File: src/rtl/ram_wr_arbiter.sv
// Write-port arbiter sharing one RAM write port between the ADC burst writer and the host.
// ADC bursts lock the port until their last word; ADC writes into address 0 or the ADC register window are dropped.
//
// state     | meaning
// IDLE      | no lock; round-robin between ADC and host
// ADC_BURST | ADC burst in progress; host held off until ADC last word
// HOST      | one-cycle host grant slot, then back to IDLE
module ram_wr_arbiter #(
    parameter int                ADDR_W  = 14,
    parameter int                DATA_W  = 32,
    parameter logic [ADDR_W-1:0] PROT_LO = 14'h3F8,
    parameter logic [ADDR_W-1:0] PROT_HI = 14'h3FC
) (
    input  logic              sys_clk,
    input  logic              rst,
    input  logic              adc_wr_req,
    input  logic [ADDR_W-1:0] adc_wr_addr,
    input  logic [DATA_W-1:0] adc_wr_data,
    input  logic              adc_wr_last,
    output logic              adc_wr_ack,
    input  logic              host_wr_req,
    input  logic [ADDR_W-1:0] host_wr_addr,
    input  logic [DATA_W-1:0] host_wr_data,
    output logic              host_wr_ack,
    output logic [ADDR_W-1:0] mem_wr_addr,
    output logic [DATA_W-1:0] mem_wr_data,
    output logic              mem_wr_en,
    output logic              adc_viol,
    output logic [7:0]        viol_cnt
);

    typedef enum logic [1:0] {
        IDLE      = 2'd0,
        ADC_BURST = 2'd1,
        HOST      = 2'd2
    } state_t;

    state_t state;
    logic   last_host;
    logic   adc_elig;
    logic   host_elig;
    logic   adc_prot;
    logic   adc_grant;
    logic   host_grant;

    // A held word whose ack is already high this cycle must not be accepted twice.
    always_comb begin
        adc_elig   = adc_wr_req && !adc_wr_ack;
        host_elig  = host_wr_req && !host_wr_ack;
        adc_prot   = (adc_wr_addr == '0) ||
                     ((adc_wr_addr >= PROT_LO) && (adc_wr_addr <= PROT_HI));
        adc_grant  = adc_elig &&
                     ((state == ADC_BURST) ||
                      ((state == IDLE) && (!host_elig || last_host)));
        host_grant = host_elig && (state == IDLE) && !adc_grant;
    end

    always_ff @(posedge sys_clk) begin
        if (rst) begin
            state       <= IDLE;
            last_host   <= 1'b0;
            adc_wr_ack  <= 1'b0;
            host_wr_ack <= 1'b0;
            mem_wr_addr <= '0;
            mem_wr_data <= '0;
            mem_wr_en   <= 1'b0;
            adc_viol    <= 1'b0;
            viol_cnt    <= 8'd0;
        end else begin
            adc_wr_ack  <= 1'b0;
            host_wr_ack <= 1'b0;
            mem_wr_en   <= 1'b0;
            adc_viol    <= 1'b0;
            if (adc_grant) begin
                adc_wr_ack <= 1'b1;
                last_host  <= 1'b0;
                if (adc_prot) begin
                    adc_viol <= 1'b1;
                    if (viol_cnt != 8'hFF) begin
                        viol_cnt <= viol_cnt + 8'd1;
                    end
                end else begin
                    mem_wr_en   <= 1'b1;
                    mem_wr_addr <= adc_wr_addr;
                    mem_wr_data <= adc_wr_data;
                end
                state <= adc_wr_last ? IDLE : ADC_BURST;
            end else if (host_grant) begin
                host_wr_ack <= 1'b1;
                mem_wr_en   <= 1'b1;
                mem_wr_addr <= host_wr_addr;
                mem_wr_data <= host_wr_data;
                state       <= HOST;
            end else if (state == HOST) begin
                state     <= IDLE;
                last_host <= 1'b1;
            end
        end
    end

endmodule

File: config.mk
export PLATFORM = sky130hd
export DESIGN_NAME = ram_wr_arbiter
export DESIGN_NICKNAME = d
export VERILOG_FILES = /design/src/rtl/ram_wr_arbiter.sv
export SDC_FILE = /design/constraint.sdc
export NUM_CORES = 1
export LEC_CHECK = 0
export BUFFER_PORTS_ARGS = -buffer_cell sky130_fd_sc_hd__buf_2
export CORE_UTILIZATION = 45
export CTS_CLUSTER_DIAMETER = 40
export CTS_CLUSTER_SIZE = 30
export DETAILED_ROUTE_END_ITERATION = 16
export GPL_TIMING_DRIVEN = 1
export PLACE_DENSITY = 0.81
export SLEW_MARGIN = 10
export SYNTH_ARGS = -nofsm -noshare
export SYNTH_HDL_FRONTEND = slang
export SYNTH_SLANG_ARGS = --single-unit
File: constraint.sdc
create_clock -name sys_clk -period 3.05 [get_ports sys_clk]
set_input_delay 0.61 -clock sys_clk [delete_from_list [all_inputs] [get_ports sys_clk]]
set_output_delay 0.61 -clock sys_clk [all_outputs]
set_load 0.01 [all_outputs]
== Word-level counts from Yosys, hierarchy flattened ==
Index checks and enable logic that the tools add are counted.

* Register bits: 61
* Logic and storage cells: 56

* Reduce and logical (&&, ||, !) cells: 23
* Order comparisons: 2
* Bitwise logic cells: 2
* Equal/unequal tests: 4
* Muxes and demuxes: 15
* Add/subtract/negate cells: 1

{| class="wikitable"
|+ Operators with widths
! cell !! count
|-
| $mux W32 || 3
|-
| $mux W14 || 3
|-
| $ge A14 B10 Y1 const B || 1
|-
| $le A14 B10 Y1 const B || 1
|-
| $logic_not A14 Y1 || 1
|-
| $add A8 B1 Y8 const B || 1
|-
| $ne A8 B8 Y1 const B || 1
|-
| $logic_and A1 B1 Y1 || 7
|-
| $mux W1 || 6
|-
| $mux W2 || 3
|-
| $logic_not A1 Y1 || 4
|-
| $reduce_and A2 Y1 || 2
|-
| $reduce_or A2 Y1 || 2
|-
| $logic_or A1 B1 Y1 || 3
|-
| $reduce_and A3 Y1 || 1
|-
| $reduce_bool A3 Y1 || 1
|-
| $eq A2 B1 Y1 const B || 1
|-
| $eq A2 B2 Y1 const B || 1
|-
| $logic_not A2 Y1 || 1
|-
| $ne A2 B2 Y1 const B || 1
|-
| $not A1 Y1 || 2
|-
| $reduce_bool A2 Y1 || 1
|}

== Depth between registers and ports, before layout ==
* Word-level depth: 11
* Mapped depth: 7
* Mapped depth without buffers: 6

== Least setup slack after synthesis ==
OpenSTA, ideal clock, no wires.

* Path kind: input to register
* Start: input adc_wr_addr[9]
* End: register viol_cnt[5]
* Buffers on the path: 1
* Stages on the path: 6
* Slack: 791 ps
* Data arrival time: 2,136 ps
* Path through: or4_1 nor2_4 o211ai_2 buf_6 nor4_1 mux2_1

* Longest elaborated chain between the ends: 4
* Elaborated cells on any way between the ends: 6
* Those cells by class: order compare: 2; reduce/logical: 4

{| class="wikitable"
|+ Ends and longest elaborated chain
! element !! line !! RTL
|-
| start: declaration || 17 || <nowiki>input logic [ADDR_W-1:0] adc_wr_addr,</nowiki>
|-
| $ge A14 B10 Y1 / $le A14 B10 Y1 (equally long branches) || 51 || <nowiki>((adc_wr_addr >= PROT_LO) && (adc_wr_addr <= PROT_HI));</nowiki>
|-
| $logic_and A1 B1 Y1 || 51 ||
|-
| $logic_or A1 B1 Y1 * || 50 || <nowiki>adc_prot = (adc_wr_addr == '0) ||</nowiki>
|-
| $reduce_and A3 Y1 (no source line) * || n/a ||
|-
| end signal: assignment || 80 || <nowiki>viol_cnt <= viol_cnt + 8'd1;</nowiki>
|-
| end: declaration || 29 || <nowiki>output logic [7:0] viol_cnt</nowiki>
|}

Every way passes the cells marked *; elsewhere a longest branch is shown, timed or not.
A chain may end at the register's enable or synchronous reset.

== Final worst setup path ==
* Start: input adc_wr_req
* End: register mem_wr_data[18]

* Longest elaborated chain between the ends: 6
* Elaborated cells on any way between the ends: 8
* Those cells by class: eq/ne: 1; mux: 1; reduce/logical: 6

{| class="wikitable"
|+ Ends and longest elaborated chain
! element !! line !! RTL
|-
| start: declaration || 16 || <nowiki>input logic adc_wr_req,</nowiki>
|-
| $logic_and A1 B1 Y1 * || 48 || <nowiki>adc_elig = adc_wr_req && !adc_wr_ack;</nowiki>
|-
| $logic_and A1 B1 Y1 * || 52 || <nowiki>adc_grant = adc_elig &&</nowiki>
|-
| $logic_not A1 Y1 || 55 || <nowiki>host_grant = host_elig && (state == IDLE) && !adc_grant;</nowiki>
|-
| $logic_and A1 B1 Y1 || 55 ||
|-
| $reduce_bool A2 Y1 (no source line) || n/a ||
|-
| $reduce_and A2 Y1 (no source line) || n/a ||
|-
| end signal: assignment || 85 || <nowiki>mem_wr_data <= adc_wr_data;</nowiki>
|-
| end signal: assignment || 92 || <nowiki>mem_wr_data <= host_wr_data;</nowiki>
|-
| end: declaration || 26 || <nowiki>output logic [DATA_W-1:0] mem_wr_data,</nowiki>
|}

Marked as above.

==> impl_metrics.toml <==
[sta]
timing.final.ws_setup_ns = 0.7279
min_period_ns = 2.322
tns_ns = 0
slew_headroom = 0.3773
finClkSkew_ns = 0.008847
tightest_slew_ns = 0.9290
hold_slack_ns = 0.4641
hold_violations = 0
rsz0062_at_grt = "no"
setup_viol = 0
drv_slew = 0
fin_crit_sh = 0.7613
max_freq_ghz = 0.4306

[clock_tree]
htreeDepth = 3
cts_tree = "yes"
cts-root-buf = "clkbuf_8"
cts-hold-fix-buffers = 0
cts.clk_slew.worst_paths_ns = 0.07
numCtsBuffers = 9
clockBufferDepth = 2
clk-insertion-delay-late_ns = 0.33
cts_resized = 0
postCtsSetupRepairBufs = 0
clock-sinks = 61

[routing]
viasPerCell = 5.808
drcViolationCount = 0
wl_per_cell_um = 15.62
via_count = 3061
ant_nets = 0
totalWireLength_mm = 8.230
drt_iter0_markers = 171
dr.pass1.iters = 5

[final_layout]
register_area_um2 = 1221
syn2layout_area_growth_pct = 36.62
drive_above_1_share = 0.4159
nets = 545
fillers = 517
diodes = 0
design_area_um2 = 3819
multi_input_area_um2 = 1459

[worst_setup_path]
reg2reg_setup_slack_ns = 0.74
cp_max_fo = 27
cp-start-kind = "input port"
crit_path_cell_trace = "buf_2, nor3b_1, o41ai_2, nor3_2, buf_4, a221o_1"
crit_type = "input port to flop"
end_kind = "flop"
critPathMaxStageDelay_ns = 0.77
crit_slowest_cell = "nor3_2"
r2r_end = "mem_wr_data[18]"
r2r_start = "state[1]"
cp_top_family = "simple AND/OR/NAND/NOR gates"
arrival_ns = 2.59
rr_worst_depth = 5
crit_buf_inv = 2
required_ns = 3.32

[floorplanning]
ioPinCount = 155
rows = 28
die-height_um = 80.82
fp.dieArea_um2 = 6531
die_w_um = 80.82
initial_core_util = 0.4693
coreArea_um2 = 5956

[global_routing]
grt_pass1_wl_mm = 12.72
grt_pass1_vias = 2759
overflow = 0
grtUsageTotal = 0.2523
antenna_found_initial = 0
grt_max_degree = 70

[synth]
netlist_instances = 301
syn_nets = 399
synthDistinctLibCells = 38
syn_area_um2 = 2795
yosysWarnings = 0
avgSynthCellArea_um2 = 9.286
synth_seq_area_share = 0.4369
ys_ff_latch = 61

[place]
postPlaceCellArea_um2 = 3627
pre_cts_slack_ns = 0.4276
gp_congestion = 0.8133
hpwl_mm = 5.586
portBuffers = 154

[power_and_ir_drop]
p_leak_nw = 1.781
power.density_nw_per_um2 = 557.2
ir_drop_uv = 293.3

[hold_path]
hold_class = "flop to flop"
min_from = "mem_wr_addr[13]"
holdPathStages = 1
hold_end = "mem_wr_addr[13]"

[flow_run]
maxCapViolations = 0

[run_status]
status = "finished clean"
## stage by stage
stage	power (mW)	cells	util
floorplan	1.225	301	-
global placement	1.423	511	0.6090
detailed placement	1.436	511	0.6090
CTS	2.138	527	0.6412
global route	2.235	527	0.6412
finish	2.128	527	0.6412
## report_power, final
part           leakage (nW)  internal, mW  switching, mW  total [mW]
clock                 0.103         0.394          0.312       0.706
sequential            0.501         0.881         0.0657       0.947
combinational          1.18         0.222          0.253       0.475
## synth_stat cells
| master | number | area, um2 |
|---|---|---|
| a221o_1 | 41 | 410.4 |
| inv_1 | 6 | 22.52 |
| o41ai_2 | 1 | 16.27 |
| a21boi_0 | 1 | 7.510 |
| nand2_1 | 5 | 18.77 |
| ha_1 | 1 | 12.51 |
| a211oi_1 | 1 | 7.510 |
| nand4b_1 | 2 | 17.52 |
| buf_1 | 1 | 3.750 |
| or2_2 | 1 | 6.260 |
| nor2b_1 | 4 | 25.02 |
| nand4_1 | 3 | 18.77 |
| nor3_2 | 1 | 10.01 |
| o21ai_0 | 1 | 5.000 |
| mux2_2 | 2 | 22.52 |
| o211ai_1 | 1 | 7.510 |
| mux2_1 | 1 | 11.26 |
| a22oi_1 | 46 | 345.3 |
| or4_4 | 1 | 11.26 |
| clkbuf_1 | 14 | 52.55 |
| o21a_1 | 2 | 15.01 |
| nor2_1 | 53 | 198.9 |
| buf_2 | 11 | 55.05 |
| nor3b_1 | 1 | 7.510 |
| nand3_1 | 5 | 25.02 |
| o31ai_1 | 4 | 30.03 |
| o41a_1 | 1 | 11.26 |
| o21ai_1 | 1 | 5.000 |
| a21oi_1 | 8 | 40.04 |
| nor2_4 | 1 | 11.26 |
| or4_1 | 5 | 37.54 |
| nor3_1 | 5 | 25.02 |
| nor4b_1 | 1 | 8.760 |
| dfxtp_1 | 61 | 1221 |
| nor4_1 | 2 | 12.51 |
| buf_6 | 1 | 11.26 |
| o211ai_2 | 1 | 12.51 |
| o2bb2ai_1 | 4 | 35.03 |
## flip-flops by register name (all words and copies together) (netlist names)
register	cells
host_wr_ack	1
last_host	1
adc_viol	1
mem_wr_addr	14
mem_wr_en	1
mem_wr_data	32
adc_wr_ack	1
state	2
viol_cnt	8
## cells in the final DEF (no fill, tap or decap), drive strengths merged, types with 3 or more instances in the layout
cell	n
nor2b	4
buf	162
o2bb2ai	4
nand2	5
nor2	54
nand3	5
nor3	6
or4	6
a22oi	46
dfxtp	61
clkinv	4
a21oi	8
clkbuf	11
o31ai	4
mux2	3
nand4	3
a221o	41
inv	6
## metal layers
| metal | GRT usage | up-vias | part of all wire |
|---|---|---|---|
| met2 | 0.4092 | 108 | 0.48 |
| met1 | 0.3176 | 1468 | 0.44 |
| li1 | - | 1475 | - |
| met3 | 0.06517 | 10 | 0.059 |
| met4 | 0.1018 | 0 | 0.016 |
| met5 | 0 | - | 0 |
## area by class of cell
type | count | share of cell area
clock buffers | 11 | 0.03703
clock inverters | 5 | 0.01311
inverters | 6 | 0.005898
multi-input cells | 207 | 0.3820
flip-flops and latches | 61 | 0.3198
well taps | 75 | 0.02457
repair buffers | 162 | 0.2176
## worst max path at each step
stage	startpoint	endpoint	slack [ns]	depth (start not counted)
5_1_grt	state[1]	mem_wr_data[7]	0.47	5
2_1_floorplan	adc_wr_addr[9]	viol_cnt[5]	0.79	6
3_3_place_gp	adc_wr_req	mem_wr_data[11]	0.47	6
6_report	adc_wr_req	mem_wr_data[18]	0.73	6
3_5_place_dp	adc_wr_req	mem_wr_data[18]	0.43	6
4_1_cts	state[1]	mem_wr_data[18]	0.74	5
## logic make-up after synthesis
| logic type | synth area share |
|---|---|
| AO/OA/AOI/OAI | 0.3393 |
| AND/OR/NAND/NOR | 0.1553 |
| flip-flops | 0.4369 |
| buffers and inverters | 0.05192 |
| multiplexers | 0.01209 |
| adder cells (fa/ha/maj) | 0.004476 |
No activity file was read; power rests on OpenSTA's default activity.
